File: src/rtl/inst_fetch_buf_pkg.sv
// Shared types and defaults for the instruction prefetch buffer.
// Word helpers keep address alignment in one place.
package inst_fetch_buf_pkg;

   localparam int unsigned FB_DEPTH   = 4;
   localparam int unsigned FB_MAX_OUT = 4;
   localparam int unsigned XLEN       = 32;

   typedef logic [XLEN-1:0] word_t;

   localparam word_t ZERO_WORD = '0;

   typedef struct packed {
      logic  vld;
      logic  stale;
      word_t addr;
   } mem_req_t;

   function automatic word_t word_align(input word_t a);
      return {a[XLEN-1:2], 2'b00};
   endfunction

   function automatic word_t next_word(input word_t a);
      return word_align(a) + word_t'(4);
   endfunction

endpackage

File: src/rtl/inst_fetch_buf_fifo.sv
// In-order instruction storage with flush; head word is always
// presented on rdata_o, writes become visible the following cycle.
module fetch_fifo
   import inst_fetch_buf_pkg::*;
#(
   parameter int unsigned DEPTH = FB_DEPTH,
   parameter int unsigned CW    = $clog2(DEPTH + 1)
) (
   input  logic          clk,
   input  logic          rst,
   input  logic          flush_i,
   input  logic          push_i,
   input  word_t         wdata_i,
   input  logic          pop_i,
   output word_t         rdata_o,
   output logic [CW-1:0] cnt_o
);

   localparam int unsigned PW = (DEPTH > 1) ? $clog2(DEPTH) : 1;

   word_t          mem_q [DEPTH];
   logic [PW-1:0]  wr_q, wr_d;
   logic [PW-1:0]  rd_q, rd_d;
   logic [CW-1:0]  cnt_q, cnt_d;

   function automatic logic [PW-1:0] inc(input logic [PW-1:0] p);
      return (p == PW'(DEPTH - 1)) ? '0 : p + PW'(1);
   endfunction

   always_comb begin
      wr_d  = wr_q;
      rd_d  = rd_q;
      cnt_d = cnt_q;
      if (flush_i) begin
         wr_d  = '0;
         rd_d  = '0;
         cnt_d = '0;
      end else begin
         if (push_i) wr_d = inc(wr_q);
         if (pop_i)  rd_d = inc(rd_q);
         cnt_d = cnt_q + CW'(push_i) - CW'(pop_i);
      end
   end

   always_ff @(posedge clk or negedge rst) begin
      if (!rst) begin
         wr_q  <= '0;
         rd_q  <= '0;
         cnt_q <= '0;
         for (int i = 0; i < int'(DEPTH); i++) mem_q[i] <= '0;
      end else begin
         wr_q  <= wr_d;
         rd_q  <= rd_d;
         cnt_q <= cnt_d;
         if (push_i && !flush_i) mem_q[wr_q] <= wdata_i;
      end
   end

   assign rdata_o = mem_q[rd_q];
   assign cnt_o   = cnt_q;

endmodule

File: src/rtl/inst_fetch_buf.sv
// Sequential instruction prefetcher between the IF stage and a
// pipelined req/gnt/rvalid instruction memory.
module inst_fetch_buf
   import inst_fetch_buf_pkg::*;
#(
   parameter int unsigned DEPTH   = FB_DEPTH,
   parameter int unsigned MAX_OUT = FB_MAX_OUT
) (
   input  logic        clk,
   input  logic        rst,
   input  logic        core_ce_i,
   input  logic [31:0] core_addr_i,
   input  logic        hold_i,
   output logic [31:0] core_inst_o,
   output logic        stallreq_o,
   output logic        mem_req_o,
   output logic [31:0] mem_addr_o,
   input  logic        mem_gnt_i,
   input  logic        mem_rvalid_i,
   input  logic [31:0] mem_rdata_i
);

   localparam int unsigned CW = $clog2(DEPTH + 1);

   word_t          head_q, head_d;
   word_t          fetch_q, fetch_d;
   logic [2:0]     out_q, out_d;
   logic [2:0]     drop_q, drop_d;
   mem_req_t       req_q, req_d;

   logic [CW-1:0]  occ;
   word_t          head_data;
   logic           same_pc, hit, redirect;
   logic           gnt, rv, rv_drop, push, pop;
   logic [7:0]     live;
   logic           can_issue;

   assign same_pc  = core_addr_i[31:2] == head_q[31:2];
   assign hit      = core_ce_i & (occ != '0) & same_pc;
   assign redirect = core_ce_i & ~same_pc;
   assign gnt      = req_q.vld & mem_gnt_i;
   assign rv       = mem_rvalid_i & (out_q != 3'd0);
   assign rv_drop  = rv & (drop_q != 3'd0);
   assign push     = rv & ~rv_drop & ~redirect;
   assign pop      = hit & ~hold_i;

   // Live = buffered words plus responses that will land in the buffer,
   // counting a non-stale request granted this cycle for lookahead issue.
   assign live = 8'(occ) + 8'(out_q) - 8'(drop_q)
               + 8'(gnt & ~req_q.stale);

   assign can_issue = core_ce_i & ~redirect
                    & (~req_q.vld | gnt)
                    & (live < 8'(DEPTH))
                    & ((4'(out_q) + 4'(gnt)) < 4'(MAX_OUT));

   always_comb begin
      head_d  = head_q;
      fetch_d = fetch_q;
      req_d   = req_q;
      out_d   = out_q + 3'(gnt) - 3'(rv);
      drop_d  = drop_q - 3'(rv_drop) + 3'(gnt & req_q.stale);
      if (gnt) begin
         req_d.vld   = 1'b0;
         req_d.stale = 1'b0;
      end
      if (pop) head_d = next_word(head_q);
      if (redirect) begin
         head_d  = word_align(core_addr_i);
         fetch_d = word_align(core_addr_i);
         drop_d  = out_d;
         if (req_q.vld && !gnt) req_d.stale = 1'b1;
      end
      if (can_issue) begin
         req_d.vld   = 1'b1;
         req_d.stale = 1'b0;
         req_d.addr  = fetch_q;
         fetch_d     = next_word(fetch_q);
      end
   end

   always_ff @(posedge clk or negedge rst) begin
      if (!rst) begin
         head_q  <= '0;
         fetch_q <= '0;
         out_q   <= '0;
         drop_q  <= '0;
         req_q   <= '0;
      end else begin
         head_q  <= head_d;
         fetch_q <= fetch_d;
         out_q   <= out_d;
         drop_q  <= drop_d;
         req_q   <= req_d;
      end
   end

   fetch_fifo #(
      .DEPTH (DEPTH),
      .CW    (CW)
   ) u_fifo (
      .clk     (clk),
      .rst     (rst),
      .flush_i (redirect),
      .push_i  (push),
      .wdata_i (mem_rdata_i),
      .pop_i   (pop),
      .rdata_o (head_data),
      .cnt_o   (occ)
   );

   assign core_inst_o = hit ? head_data : ZERO_WORD;
   assign stallreq_o  = rst & core_ce_i & ~hit;
   assign mem_req_o   = req_q.vld;
   assign mem_addr_o  = req_q.addr;

   a_rv_has_outstanding: assert property (
      @(posedge clk) disable iff (!rst)
      mem_rvalid_i |-> (out_q != 3'd0)
   );

endmodule

File: config.mk
export PLATFORM = sky130hd
export DESIGN_NAME = inst_fetch_buf
export DESIGN_NICKNAME = d
export VERILOG_FILES = /design/src/rtl/inst_fetch_buf_pkg.sv /design/src/rtl/inst_fetch_buf_fifo.sv /design/src/rtl/inst_fetch_buf.sv
export SDC_FILE = /design/constraint.sdc
export NUM_CORES = 1
export LEC_CHECK = 0
export BUFFER_PORTS_ARGS = -buffer_cell sky130_fd_sc_hd__buf_2
export CAP_MARGIN = 30
export CELL_PAD_IN_SITES_DETAIL_PLACEMENT = 0
export CELL_PAD_IN_SITES_GLOBAL_PLACEMENT = 1
export CORE_AREA = 2 2 228 230
export CTS_CLUSTER_SIZE = 10
export DETAILED_ROUTE_END_ITERATION = 10
export DIE_AREA = 0 0 230 232
export PLACE_DENSITY_LB_ADDON = 0.1
export SLEW_MARGIN = 20
export SYNTH_ARGS = -nofsm -noshare
export SYNTH_HDL_FRONTEND = slang
export SYNTH_HIERARCHICAL = 1
export SYNTH_SLANG_ARGS = --single-unit
export TNS_END_PERCENT = 10
File: constraint.sdc
create_clock -name clk -period 10.9 [get_ports clk]
set_input_delay 0 -clock clk [delete_from_list [all_inputs] [get_ports clk]]
set_output_delay 0 -clock clk [all_outputs]
set_load 0.01 [all_outputs]
## Word-level counts from Yosys, hierarchy flattened

Index checks and enable logic that the tools add are counted.

| word-level totals | value |
|---|---|
| register bits | 239 |
| bits of input ports | 70 |
| output and inout bits | 66 |
| word-level logic and storage cells | 98 |

| operators by class | value |
|---|---|
| reductions and logical operators | 12 |
| $add $sub $neg | 14 |
| magnitude comparators | 5 |
| eq/ne operators | 3 |
| bitwise gates (word level) | 27 |
| multiplexer cells | 23 |

Operators with widths:

| operator | count |
|---|---|
| $mux W32 | 8 |
| $bwmux W128 | 1 |
| $add A32 B3 Y32 const B | 2 |
| $bmux W32 S2 | 1 |
| $demux W32 S2 | 1 |
| $mux W34 | 1 |
| $eq A30 B30 Y1 | 1 |
| $and A1 B1 Y1 | 16 |
| $mux W2 | 7 |
| $add A3 B1 Y3 | 3 |
| $reduce_bool A3 Y1 | 3 |
| $sub A3 B1 Y3 | 3 |
| $add A8 B8 Y8 | 1 |
| $and A1 B8 Y8 | 1 |
| $lt A8 B3 Y1 const B | 1 |
| $not A1 Y8 | 1 |
| $reduce_bool A2 Y1 | 4 |
| $ge A3 B3 Y1 const B | 2 |
| $mux W3 | 2 |
| $not A1 Y1 | 6 |
| $not A2 Y3 | 2 |
| $sub A4 B3 Y5 | 1 |
| $add A2 B1 Y2 const B | 2 |
| $add A3 B1 Y4 | 1 |
| other kinds (8) | 13 |

## Longest topological paths before layout

| depth | value |
|---|---|
| word-level depth | 9 |
| depth in mapped cells | 15 |

## Modules after synthesis

The synthesis kept the hierarchy.

Modules (own cells, without submodules):

| module | times used | sequential area each (um2) | cells an instance | area an instance (um2) |
|---|---|---|---|---|
| fetch_fifo | 1 | 3378.2 | 347 | 6359.8 |
| inst_fetch_buf | 1 | 2452.4 | 676 | 6228.5 |

## Least setup slack after synthesis

No wires, ideal clock.

| timing | value |
|---|---|
| path kind | reg-to-reg |
| start point | reg out_q[1] |
| end point | reg req_q (netlist bit mem_addr_o[20]) |
| data arrival time | 3327 ps |
| path slack | 7448 ps |
| buffers on the path | 2 |
| setup time | 125 ps |
| stages on the path, launching flop included | 13 |
| path through | dfrtp_1 -> inv_1 -> fa_1 -> inv_1 -> fa_1 -> nor2b_1 -> o32a_1 -> or3_4 -> a21oi_2 -> nand2_1 -> buf_4 -> buf_6 -> mux2_4 |

| on the way | value |
|---|---|
| cells in the longest elaborated chain, start to end | 6 |
| elaborated cells on any way between the ends | 8 |

Ends and longest elaborated chain:

| item | line | source |
|---|---|---|
| from (decl) | inst_fetch_buf.sv:27 | `logic [2:0] out_q, out_d;` |
| from (signal assigned) | inst_fetch_buf.sv:92 | `out_q <= out_d;` |
| $add A3 B3 Y4 | inst_fetch_buf.sv:49 | `assign live = 8'(occ) + 8'(out_q) - 8'(drop_q)` |
| $sub A4 B3 Y5 | inst_fetch_buf.sv:49 |  |
| $add A8 B8 Y8 | inst_fetch_buf.sv:50 | `+ 8'(gnt & ~req_q.stale);` |
| $lt A8 B3 Y1 | inst_fetch_buf.sv:54 | `& (live < 8'(DEPTH))` |
| $and A1 B1 Y1 | inst_fetch_buf.sv:54 |  |
| $and A1 B1 Y1 * | inst_fetch_buf.sv:55 | `& ((4'(out_q) + 4'(gnt)) < 4'(MAX_OUT));` |
| to (signal assigned) | inst_fetch_buf.sv:94 | `req_q <= req_d;` |
| to (decl) | inst_fetch_buf.sv:29 | `mem_req_t req_q, req_d;` |

Mark *: on every way between the ends. The rest lies on a longest branch, timed or not.
A chain may end at the register's enable or synchronous reset.

## Worst setup path in the final report

| timing | value |
|---|---|
| start point | reg head_q[12] |
| end point | reg u_fifo/mem_q[55] (netlist bit) |

| on the way | value |
|---|---|
| cells in the longest elaborated chain, start to end | 6 |
| elaborated cells on any way between the ends | 7 |

Ends and longest elaborated chain:

| item | line | source |
|---|---|---|
| from (decl) | inst_fetch_buf.sv:25 | `word_t head_q, head_d;` |
| from (signal assigned) | inst_fetch_buf.sv:84 | `head_q <= '0;` |
| from (signal assigned) | inst_fetch_buf.sv:90 | `head_q <= head_d;` |
| $eq A30 B30 Y1 | inst_fetch_buf.sv:38 | `assign same_pc = core_addr_i[31:2] == head_q[31:2];` |
| $not A1 Y1 | inst_fetch_buf.sv:40 | `assign redirect = core_ce_i & ~same_pc;` |
| $and A1 B1 Y1 | inst_fetch_buf.sv:40 |  |
| $not A1 Y1 | inst_fetch_buf.sv:44 | `assign push = rv & ~rv_drop & ~redirect;` |
| $and A1 B1 Y1 | inst_fetch_buf.sv:44 |  |
| named net push | inst_fetch_buf.sv:34 | `logic gnt, rv, rv_drop, push, pop;` |
| $logic_and A1 B1 Y1 | inst_fetch_buf_fifo.sv:55 | `if (push_i && !flush_i) mem_q[wr_q] <= wdata_i;` |
| to (signal, indexed assignment) | inst_fetch_buf_fifo.sv:55 |  |
| to (decl) | inst_fetch_buf_fifo.sv:21 | `word_t mem_q [DEPTH];` |

The timed path passes the listed nets, and every way through them passes these cells.

==> flow_metrics.env <==
export IMPL_clockBufferDepth=3
export IMPL_crit_buf_inv=0
export IMPL_nets=1271
export IMPL_syn_area_um2=12600
export IMPL_status="complete, no violations"
export IMPL_n_antenna_cell=0
export IMPL_setup_violations=0
export IMPL_final_common_cell="dfrtp_1"
export IMPL_syn2layout_area_growth_pct=22.0
export IMPL_timing_rr_end="u_fifo/mem_q[55]"
export IMPL_r2r_cells=7
export IMPL_synthArstFlopShare=1.00
export IMPL_drc=0
export IMPL_start_kind="flip-flop"
export IMPL_rsz0062_at_grt="no"
export IMPL_synth_edf_count=0
export IMPL_cts_sinks=233
export IMPL_wl_per_cell_um=20.5
export IMPL_start_util=0.247
export IMPL_cts_buffers=31
export IMPL_r2r_start="head_q[12]"
export IMPL_finalCoreUtilization=0.302
export IMPL_root_buffer="clkbuf_16"
export IMPL_io_buffers=131
export IMPL_drv_cap=0
export IMPL_drt_iter0_drc=369
export IMPL_power_leakage_nw=7.40
export IMPL_regToRegSetupSlack_ns=6.53
export IMPL_worstPathMaxFanout=32
export IMPL_avgViaCountPerCell=4.66
export IMPL_avgSynthCellArea_um2=12.3
export IMPL_grt_max_degree=59
export IMPL_finalHoldViolCount=0
export IMPL_ys_types=66
export IMPL_drv_slew=0
export IMPL_cp_arrival_ns=4.83
export IMPL_postSynthCellCount=1023
export IMPL_totalWireLength_um=38400
export IMPL_die_h_um=232
export IMPL_fmax_mhz=229
export IMPL_vias=8750
export IMPL_crit_start="head_q[12]"
export IMPL_cellPowerDensity_nw_per_um2=166
export IMPL_drive_above_1_share=0.314
export IMPL_boundaryPins=136
export IMPL_synthFlopType="dfrtp_1"
export IMPL_gp_congestion=0.715
export IMPL_fin_crit_sh=0.401
export IMPL_crit_chain="xor2_1 > nor4_1 > nand4_1 > o21ai_4 > and3_1 > nand3b_4 > mux2_4"
export IMPL_antenna_found_initial=3
export IMPL_worst_path_max_delay_cell="nand3b_4"
export IMPL_path_delay_family="simple AND/OR/NAND/NOR gates"
export IMPL_h_tree_depth=1
export IMPL_grtUsageTotal=0.144
export IMPL_maxSlewHeadroom=0.383
export IMPL_fin_worst_skew_ns=0.0163
export IMPL_critical_path_max_stage_delay_ns=0.76
export IMPL_post_cts_buffers=0
export IMPL_worst_ep_required_time_ns=11.35
export IMPL_critPathCapture="u_fifo/mem_q[55]"
export IMPL_finalCriticalPeriod_ns=4.37
export IMPL_final_antenna_net_count=0
export IMPL_crit_type="reg2reg"
export IMPL_first_global_vias=9160
export IMPL_grt_first_pass_wirelength_um=59200
export IMPL_finalSetupTns_ns=0
export IMPL_firstDrtPassIters=4
export IMPL_layout_common_cells="dfrtp_1 (232), buf_2 (130), nand3_1 (94)"
export IMPL_cts_tree="done"
export IMPL_seq_area_frac_synth=0.463
export IMPL_clk_latency_ns=0.58
export IMPL_die_w_um=230
export IMPL_critPathCaptureType="flip-flop"
export IMPL_clkTransAtPathRegs_ns=0.06
export IMPL_ys_warnings_count=6
export IMPL_die_area_um2=53400
export IMPL_hp_class="in2async"
export IMPL_worst_path_stages=7
export IMPL_vdd_drop_max_mv=0.130
export IMPL_pre_cts_ws_ns=6.44
export IMPL_core_area_um2=50900
export IMPL_final_setup_worst_slack_ns=6.53
export IMPL_core_rowCount=83
export IMPL_synth_seq_cells=233
export IMPL_dpl_hpwl_um=24600
export IMPL_grt_ovfl_total=0
export IMPL_tightestPinTransition_ns=0.918
[kinds of logic after synthesis]
group                    synth area share
other                            0.000298
adder cells (fa/ha/maj)            0.0274
AO/OA/AOI/OAI                      0.0666
XOR/XNOR                           0.0254
multiplexers                        0.223
AND/OR/NAND/NOR                     0.134
buffers and inverters              0.0591
flip-flops                          0.463
[flip-flops by register name (all words and copies together), names as in the netlist]
signal and cells:
mem_req_o 1, mem_addr_o 30, req_q 1, drop_q 3, fetch_q 30, u_fifo/rd_q 2
u_fifo/cnt_o 3, out_q 3, head_q 30, u_fifo/mem_q 128, u_fifo/wr_q 2
[power by group]
group / switching, mW / internal, mW / leakage (nW)
Clock: 0.405 / 0.637 / 0.506
Combinational: 0.235 / 0.241 / 3.80
Sequential: 0.0771 / 0.962 / 3.09
Total: 0.717 / 1.84 / 7.40
[per-stage QoR]
stage          cell area (um2)  hold WS [ns]  total power, mW  std cells
2_1_floorplan            12600        -0.296             1.36       1024
3_3_place_gp             13600      -0.00326             1.52       1756
3_5_place_dp             13700       -0.0146             1.52       1758
4_1_cts                  15400        0.0504             2.62       1879
5_1_grt                  15400        0.0582             2.72       1879
6_report                 15400        0.0518             2.56       1879
[timing repair]
action,4_1_cts,5_1_grt
resized for setup,0,0
setup endpoints to repair,0,0
endpoints found under the hold margin,276,0
hold buffers,66,0
[how the worst min path moves through the flow]
| stage | from | endpoint | cells past startpoint |
|---|---|---|---|
| floorplan | rst | drop_q[0] | 0 |
| global placement | rst | head_q[21] | 1 |
| detailed placement | rst | head_q[21] | 1 |
| CTS | rst | head_q[21] | 3 |
| global route | rst | head_q[22] | 3 |
| finish | rst | head_q[22] | 3 |
[cells in the mapped netlist, types with 4 or more instances]
cell type / number / area [um2]
nand4_1: 17 / 106
and2_1: 5 / 31.3
nor2_1: 33 / 124
fa_1: 6 / 120
o21ai_0: 17 / 85.1
ha_1: 18 / 225
nand2_1: 39 / 146
nand3b_4: 4 / 80.1
mux2_2: 86 / 968
clkbuf_1: 26 / 97.6
nor3_1: 7 / 35.0
mux4_1: 20 / 526
nand3_1: 94 / 470
o211ai_1: 31 / 233
buf_2: 7 / 35.0
buf_1: 5 / 18.8
inv_1: 37 / 139
buf_6: 12 / 135
a211oi_1: 6 / 45.0
nor2b_1: 4 / 25.0
nand2b_1: 4 / 25.0
and3_1: 45 / 282
mux4_2: 12 / 270
buf_4: 37 / 278
mux2_4: 67 / 1010
or4_1: 14 / 105
nor4_1: 13 / 81.3
xor2_1: 31 / 272
o211a_1: 4 / 40.0
o311ai_0: 20 / 175
or3_1: 8 / 50.1
a21oi_1: 9 / 45.0
or2_2: 5 / 31.3
dfrtp_1: 233 / 5830
[tightest hold or removal path, stage by stage]
cell and delay, ns:
dlygate4sd3_1 0.56, buf_8 0.16, buf_16 0.25
[cell type report]
type                    count  area [um2]
well taps                 680         851
flip-flops and latches    233        5830
fillers                  5269       35500
repair buffers            210        1470
multi-input cells         664        6040
clock buffers              47         906
clock inverters             8         119
inverters                  37         139
[metal layers]
metal	vias up	wire length, um	track usage	part of all wire
met5	-	40	0	0.0010
met4	6	843	0.0379	0.022
met3	49	1660	0.0270	0.043
met2	135	17800	0.235	0.46
met1	4436	18100	0.196	0.47
li1	4124	-	-	-
Power figures use the tool's default switching activity.
